File: config.mk
export PLATFORM = sky130hd
export DESIGN_NAME = pll_cmd_dispatch_flat
export DESIGN_NICKNAME = d
export VERILOG_FILES = /design/src/rtl/pll_cmd_dispatch_if.sv /design/src/rtl/pll_cmd_dispatch.sv /design/src/flat_wrapper.sv
export SDC_FILE = /design/constraint.sdc
export NUM_CORES = 1
export LEC_CHECK = 0
export ABC_CLOCK_PERIOD_IN_PS = 5130
export CAP_MARGIN = 20
export CORE_MARGIN = 8
export CORE_UTILIZATION = 30
export DETAILED_ROUTE_END_ITERATION = 12
export SKIP_CTS_REPAIR_TIMING = 1
export SLEW_MARGIN = 10
export SYNTH_ARGS = -nofsm -noshare
export SYNTH_HDL_FRONTEND = slang
export SYNTH_SLANG_ARGS = --single-unit
File: constraint.sdc
create_clock -name clk -period 5.13 [get_ports clk]
set_input_delay 1.026 -clock clk [delete_from_list [all_inputs] [get_ports clk]]
set_output_delay 1.026 -clock clk [all_outputs]
set_load 0.03 [all_outputs]
File: src/rtl/pll_cmd_dispatch_if.sv
// Command handshake between the upstream SPI slave (master side) and the
// PLL command dispatcher (slave side): command word, bit count, dready level
// and the returned ack pulse.
interface pll_cmd_dispatch_if #(
   parameter int CMD_BIT_NUM = 41
);
   logic [CMD_BIT_NUM-1:0] data;
   logic [6:0]             data_num;
   logic                   dready;
   logic                   ack;

   modport master (output data, output data_num, output dready, input ack);
   modport slave  (input data, input data_num, input dready, output ack);
endinterface

File: src/rtl/pll_cmd_dispatch.sv
// PLL command dispatcher.
// Takes a latched host command, checks it, and serialises the 32-bit PLL
// register word MSB-first over sclk/sdata, then strobes the selected chip's
// load enable and acks the command upstream.
// Optional feature macro: PLL_DISPATCH_BCAST_EN -- chip index 31 becomes a
// broadcast that strobes every le line at once.
module pll_cmd_dispatch #(
   parameter int         CMD_BIT_NUM = 41,
   parameter int         PLL_NUM     = 6,
   parameter logic [3:0] WR_OPCODE   = 4'b0001,
   parameter int         SCLK_DIV    = 4,
   parameter int         LE_WIDTH    = 4
) (
   input  logic               clk,
   input  logic               rst,
   pll_cmd_dispatch_if.slave  cmd,
   output logic               busy,
   output logic               cmd_err,
   output logic               pll_sclk,
   output logic               pll_sdata,
   output logic [PLL_NUM-1:0] pll_le
);

   localparam int DIV_W  = $clog2(SCLK_DIV + 1);
   localparam int LE_CW  = $clog2(LE_WIDTH + 1);
   localparam logic [DIV_W-1:0] DIV_LAST  = DIV_W'(SCLK_DIV - 1);
   localparam logic [LE_CW-1:0] LE_LAST   = LE_CW'(LE_WIDTH - 1);
   localparam logic [6:0]       CMD_NUM_W = 7'(CMD_BIT_NUM);
   localparam logic [4:0]       PLL_NUM_W = 5'(PLL_NUM);

   localparam logic [2:0] ST_IDLE     = 3'd0;
   localparam logic [2:0] ST_CHECK    = 3'd1;
   localparam logic [2:0] ST_SHIFT_LO = 3'd2;
   localparam logic [2:0] ST_SHIFT_HI = 3'd3;
   localparam logic [2:0] ST_SETTLE   = 3'd4;
   localparam logic [2:0] ST_LOAD     = 3'd5;
   localparam logic [2:0] ST_ACK      = 3'd6;
   localparam logic [2:0] ST_WAIT_CLR = 3'd7;

   // Registered state
   logic [2:0]             r_state;
   logic [CMD_BIT_NUM-1:0] r_cmd;
   logic [6:0]             r_num;
   logic [31:0]            r_shreg;
   logic [5:0]             r_bit_cnt;
   logic [DIV_W-1:0]       r_div_cnt;
   logic [LE_CW-1:0]       r_le_cnt;
   logic                   r_err;
   logic                   r_ack;
   logic                   r_cmd_err;
   logic                   r_sclk;
   logic                   r_sdata;
   logic [PLL_NUM-1:0]     r_le;

   // Next-state values
   logic [2:0]             w_state_nxt;
   logic [CMD_BIT_NUM-1:0] w_cmd_nxt;
   logic [6:0]             w_num_nxt;
   logic [31:0]            w_shreg_nxt;
   logic [5:0]             w_bit_cnt_nxt;
   logic [DIV_W-1:0]       w_div_cnt_nxt;
   logic [LE_CW-1:0]       w_le_cnt_nxt;
   logic                   w_err_nxt;

   // Decoded fields of the latched command
   logic [3:0]             w_opcode;
   logic [4:0]             w_idx;
   logic                   w_bcast;
   logic                   w_idx_bad;
   logic                   w_reject;
   logic                   w_div_done;
   logic                   w_le_done;
   logic [PLL_NUM-1:0]     w_le_mask;

   assign w_opcode   = r_cmd[CMD_BIT_NUM-1 -: 4];
   assign w_idx      = r_cmd[CMD_BIT_NUM-5 -: 5];
   assign w_div_done = (r_div_cnt == DIV_LAST);
   assign w_le_done  = (r_le_cnt == LE_LAST);

`ifdef PLL_DISPATCH_BCAST_EN
   assign w_bcast = (w_idx == 5'd31);
`else
   assign w_bcast = 1'b0;
`endif

   assign w_idx_bad = (w_idx >= PLL_NUM_W) && !w_bcast;
   assign w_reject  = (r_num != CMD_NUM_W) || (w_opcode != WR_OPCODE) || w_idx_bad;

   // Load-enable pattern: one-hot on the addressed chip, or all lines on broadcast
   always_comb begin
      w_le_mask = PLL_NUM'(1) << w_idx;
      if (w_bcast) begin
         w_le_mask = '1;
      end
   end

   // Next-state logic for the dispatch FSM, its counters and the shift register
   always_comb begin
      // NOTE: every signal gets a default here so no path leaves it unassigned,
      // which would otherwise infer a latch.
      w_state_nxt   = r_state;
      w_cmd_nxt     = r_cmd;
      w_num_nxt     = r_num;
      w_shreg_nxt   = r_shreg;
      w_bit_cnt_nxt = r_bit_cnt;
      w_div_cnt_nxt = r_div_cnt;
      w_le_cnt_nxt  = r_le_cnt;
      w_err_nxt     = r_err;

      case (r_state)
         ST_IDLE: begin
            if (cmd.dready) begin
               w_cmd_nxt   = cmd.data;
               w_num_nxt   = cmd.data_num;
               w_err_nxt   = 1'b0;
               w_state_nxt = ST_CHECK;
            end
         end

         ST_CHECK: begin
            if (w_reject) begin
               w_err_nxt   = 1'b1;
               w_state_nxt = ST_ACK;
            end else begin
               w_shreg_nxt   = r_cmd[31:0];
               w_bit_cnt_nxt = '0;
               w_div_cnt_nxt = '0;
               w_state_nxt   = ST_SHIFT_LO;
            end
         end

         ST_SHIFT_LO: begin
            if (w_div_done) begin
               w_div_cnt_nxt = '0;
               w_state_nxt   = ST_SHIFT_HI;
            end else begin
               w_div_cnt_nxt = r_div_cnt + 1'b1;
            end
         end

         ST_SHIFT_HI: begin
            if (w_div_done) begin
               w_div_cnt_nxt = '0;
               w_shreg_nxt   = {r_shreg[30:0], 1'b0};
               if (r_bit_cnt == 6'd31) begin
                  w_state_nxt = ST_SETTLE;
               end else begin
                  w_bit_cnt_nxt = r_bit_cnt + 1'b1;
                  w_state_nxt   = ST_SHIFT_LO;
               end
            end else begin
               w_div_cnt_nxt = r_div_cnt + 1'b1;
            end
         end

         ST_SETTLE: begin
            if (w_div_done) begin
               w_div_cnt_nxt = '0;
               w_le_cnt_nxt  = '0;
               w_state_nxt   = ST_LOAD;
            end else begin
               w_div_cnt_nxt = r_div_cnt + 1'b1;
            end
         end

         ST_LOAD: begin
            if (w_le_done) begin
               w_le_cnt_nxt = '0;
               w_state_nxt  = ST_ACK;
            end else begin
               w_le_cnt_nxt = r_le_cnt + 1'b1;
            end
         end

         ST_ACK: begin
            w_state_nxt = ST_WAIT_CLR;
         end

         ST_WAIT_CLR: begin
            // Hold here until upstream drops dready so a frame is never taken twice
            if (!cmd.dready) begin
               w_state_nxt = ST_IDLE;
            end
         end

         default: begin
            w_state_nxt = ST_IDLE;
         end
      endcase
   end

   // State, counter and shift-register update; async reset clears everything
   always_ff @(posedge clk or negedge rst) begin
      if (!rst) begin
         r_state   <= ST_IDLE;
         r_cmd     <= '0;
         r_num     <= '0;
         // NOTE: the shift register and latched command are plain flops, not a
         // memory array, so they are cleared with the rest of the state.
         r_shreg   <= '0;
         r_bit_cnt <= '0;
         r_div_cnt <= '0;
         r_le_cnt  <= '0;
         r_err     <= 1'b0;
      end else begin
         // NOTE: non-blocking assignments so every flop samples pre-edge values.
         r_state   <= w_state_nxt;
         r_cmd     <= w_cmd_nxt;
         r_num     <= w_num_nxt;
         r_shreg   <= w_shreg_nxt;
         r_bit_cnt <= w_bit_cnt_nxt;
         r_div_cnt <= w_div_cnt_nxt;
         r_le_cnt  <= w_le_cnt_nxt;
         r_err     <= w_err_nxt;
      end
   end

   // Outputs registered from next state so PLL lines are glitch-free and
   // aligned with the state they belong to; reset drops them at once
   always_ff @(posedge clk or negedge rst) begin
      if (!rst) begin
         r_ack     <= 1'b0;
         r_cmd_err <= 1'b0;
         r_sclk    <= 1'b0;
         r_sdata   <= 1'b0;
         r_le      <= '0;
      end else begin
         r_ack     <= (w_state_nxt == ST_ACK);
         r_cmd_err <= (w_state_nxt == ST_ACK) && w_err_nxt;
         r_sclk    <= (w_state_nxt == ST_SHIFT_HI);
         r_sdata   <= ((w_state_nxt == ST_SHIFT_LO) || (w_state_nxt == ST_SHIFT_HI))
                      ? w_shreg_nxt[31] : 1'b0;
         r_le      <= (w_state_nxt == ST_LOAD) ? w_le_mask : '0;
      end
   end

   assign cmd.ack   = r_ack;
   assign cmd_err   = r_cmd_err;
   assign pll_sclk  = r_sclk;
   assign pll_sdata = r_sdata;
   assign pll_le    = r_le;
   assign busy      = (r_state != ST_IDLE);

endmodule
File: src/flat_wrapper.sv
// flat-port wrapper written by rule: the top's interface ports become plain ports
module pll_cmd_dispatch_flat 
#(
   parameter int         CMD_BIT_NUM = 41,
   parameter int         PLL_NUM     = 6,
   parameter logic [3:0] WR_OPCODE   = 4'b0001,
   parameter int         SCLK_DIV    = 4,
   parameter int         LE_WIDTH    = 4
)
  (clk, rst, busy, cmd_err, pll_sclk, pll_sdata, pll_le, cmd_data, cmd_data_num, cmd_dready, cmd_ack);
  pll_cmd_dispatch_if #(.CMD_BIT_NUM(CMD_BIT_NUM)) cmd_i ();
  input  logic clk;
  input  logic rst;
  output logic busy;
  output logic cmd_err;
  output logic pll_sclk;
  output logic pll_sdata;
  output logic [PLL_NUM-1:0] pll_le;
  input wire logic [$bits(cmd_i.data)-1:0] cmd_data;
  input wire logic [$bits(cmd_i.data_num)-1:0] cmd_data_num;
  input wire logic [$bits(cmd_i.dready)-1:0] cmd_dready;
  output wire logic [$bits(cmd_i.ack)-1:0] cmd_ack;
  assign cmd_i.data = cmd_data;
  assign cmd_i.data_num = cmd_data_num;
  assign cmd_i.dready = cmd_dready;
  assign cmd_ack = cmd_i.ack;
  pll_cmd_dispatch #(.CMD_BIT_NUM(CMD_BIT_NUM), .PLL_NUM(PLL_NUM), .WR_OPCODE(WR_OPCODE), .SCLK_DIV(SCLK_DIV), .LE_WIDTH(LE_WIDTH)) u_core (.clk(clk), .rst(rst), .cmd(cmd_i), .busy(busy), .cmd_err(cmd_err), .pll_sclk(pll_sclk), .pll_sdata(pll_sdata), .pll_le(pll_le));
endmodule
==> results.yml <==
outcome:
  status: "complete, no violations"
cells_and_area:
  synthToLayoutAreaGrowth_pct: 25.1
  num_antenna_cells: 0
  mostFrequentLayoutCell: "dfrtp_1"
  layout-drive-gt1-share_pct: 17.5
  multi_input_area_um2: 1640
  num-fill-cells: 1404
  nets: 477
  finish.instance_area_um2: 5490
  fin_cells: 612
  final_core_util_pct: 38.0
  final_cell_mix: "106 x dfrtp_1, 72 x nand2_1, 60 x clkdlybuf4s50_1, 48 x mux2_2, 31 x a22oi_1"
  seqCellArea_um2: 2650
timing:
  setup_violations: 0
  finalHoldViolations: 0
  fin_crit_sh_pct: 57.9
  fmax_mhz: 337
  tns_ns: 0
  worst_slew_pin_slew_ns: 0.991
  whs_ns: 0.478
  fin_skew_ns: 0.00763
  drv_slew: 0
  slew-limit-headroom_pct: 33.8
  rsz0062_at_grt: "false"
  period_minus_slack_ns: 2.97
placed_design:
  placedInstanceArea_um2: 5180
  gp_congestion: 0.744
  place_inst: 596
  hpwl_mm: 5.91
  io_buffers: 61
detailed_routing:
  wirelength_mm: 8.84
  drt_iter0_drc: 185
  drc: 0
  wire_per_inst_um: 14.4
  ant_nets: 0
  vias: 2944
  first_pass_iters: 4
  viasPerCell: 4.81
yosys:
  yosysWarnings: 0
  synth_edf_count: 0
  synth_cell_type_count: 46
  synth_fp_nets: 420
  avgSynthCellArea_um2: 12.0
  netlist_area_um2: 4390
  synth-async-reset-ratio_pct: 100
  yosys_register_bits: 106
  netlist_instances: 366
  seq_area_frac_synth_pct: 60.5
  ys.flop_type: "dfrtp_1"
critical_path:
  cp.required_ns: 4.10
  criticalPathCategory: "reg -> out"
  worstSetupEndpointType: "output pin"
  max_stage_delay_ns: 0.63
  crit_chain: "or3_1 > clkdlybuf4s50_1"
  worstPathBufferInverterCount: 1
  worstPathArrival_ns: 1.94
  crit_family: "buffers and inverters"
  cp_slowest_cell: "clkdlybuf4s50_1"
  crit_path_max_fanout: 13
  worst_setup_path_start_kind: "flip-flop"
power:
  ir_worst_vdd_v: 0.000205
  seqPwrFrac_pct: 49.1
  clock_power_share_pct: 27.4
  power_density_nw_per_um2: 465
  p_leak_uw: 0.00244
  p_comb_share_pct: 23.6
  switching_power_uw: 774
  internal-power_uw: 1780
  switching_share_pct: 30.3
clock_tree:
  cts_sinks: 106
  clk_path_buf_depth: 2
  cts_tree: "built"
  ctsHtreeMaxLevel: 3
  ctsRootBufferMaster: "clkbuf_16"
  worst_skew_pair.late_latency_ns: 0.35
  path_clk_slew_ns: 0.07
  cts_made_buffers: 9
grt:
  first_global_vias: 3092
  grt_max_degree: 74
  grt.total_usage_pct: 10.1
  antenna_found_initial: 0
  grt_pass1_wl_mm: 15.0
  grt-ovfl-total: 0
die:
  core_region_area_um2: 14400
  design.die.area_um2: 18700
  num_io_pins: 62
  rows: 44
  initial_utilization_pct: 30.4
  die_w_um: 137
  die_y_um: 137
hold_path:
  timing.hold.worst.class: "reg -> reg"
job:
  cap_violations: 0
==> area by class of cell <==
cell class,instances,share of cell area (%)
multi-input cells,234,29.8
well taps,184,4.20
inverters,7,0.479
clock inverters,7,1.41
clock buffers,9,4.10
repair buffers,65,11.6
flip-flops and latches,106,48.3
==> registers in the layout, indices dropped and copies added, names as in the netlist <==
signal,count
u_core.r_cmd,41
u_core.r_shreg,32
u_core.r_num,7
u_core.pll_le,6
u_core.r_bit_cnt,6
u_core.r_div_cnt,3
u_core.r_le_cnt,3
u_core.r_state,3
u_core.cmd.ack,1
u_core.cmd_err,1
u_core.pll_sclk,1
u_core.pll_sdata,1
u_core.r_err,1
==> worst reg2reg max path: stages, from the launching register on <==
cell and delay [ns]:
dfrtp_1 0.51, or3_1 0.46, nor2_4 0.77, buf_4 0.40, mux2_2 0.38
==> power groups by stage <==
stage          clock (uW)  sequential (uW)  combinational, uW
2_1_floorplan           0             1220                445
3_3_place_gp            0             1260                587
3_5_place_dp            0             1270                610
4_1_cts               720             1260                612
5_1_grt               753             1290                673
6_report              698             1250                602
==> final timing paths <==
| path | from | endpoint | slack (ns) | depth (start not counted) |
|---|---|---|---|---|
| max in group asynchronous | rst | u_core.r_bit_cnt[5]$_DFFE_PN0P_ | 3.35 | 2 |
| hold reg to reg | u_core.r_shreg[11]$_DFFE_PN0P_ | u_core.r_shreg[11]$_DFFE_PN0P_ | 0.48 | 2 |
| setup / recovery | u_core.r_state[1]$_DFF_PN0_ | busy | 2.16 | 2 |
| min in group asynchronous | rst | u_core.r_cmd[22]$_DFFE_PN0P_ | 0.82 | 1 |
| setup reg to reg | u_core.r_state[1]$_DFF_PN0_ | u_core.r_cmd[26]$_DFFE_PN0P_ | 2.49 | 4 |
| hold / removal | u_core.r_shreg[11]$_DFFE_PN0P_ | u_core.r_shreg[11]$_DFFE_PN0P_ | 0.48 | 2 |
==> metrics by stage <==
step	worst slack [ns]	total power, uW
final	2.16	2550
after detailed placement	1.81	1880
after CTS	2.12	2590
after global routing	2.06	2720
after global placement	1.91	1850
after floorplan	3.09	1670
==> per-layer routing <==
layer	GRT usage, %	vias up	wire (um)
met2	17.1	48	4460
met1	11.7	1477	3920
met4	4.89	0	153
met3	2.42	12	298
li1	-	1407	-
met5	0	-	0
==> cells by family (layout without fill, tap and decap cells) <==
kind of cell	count (synthesis)	in the layout	share of synthesized area [%]
mux	48	48	12.3
flops	106	106	60.5
compound gates	56	56	9.13
xor+xnor	4	4	0.799
buf+inv	26	88	2.65
fa+ha+maj	3	3	0.856
simple gates	123	123	13.8
==> synthesized netlist by cell type, types with 2 or more instances <==
cell	number	area, um2
nand3_1	6	30.0
buf_4	3	22.5
inv_1	7	26.3
dfrtp_1	106	2650
o21ai_0	10	50.1
a22oi_1	31	233
clkbuf_1	10	37.5
and4b_1	2	20.0
nor3b_1	2	15.0
nor4b_2	2	30.0
nand3b_1	2	15.0
mux2_2	48	541
nand4_1	2	12.5
ha_1	3	37.5
buf_2	6	30.0
nor3_1	5	25.0
xnor2_1	3	26.3
nor2_1	9	33.8
a21oi_1	2	10.0
or3_1	2	12.5
nand2_1	72	270
nand2b_1	3	18.8
nor2b_1	6	37.5
a211oi_1	2	15.0
No activity file was read; power rests on OpenSTA's default activity.
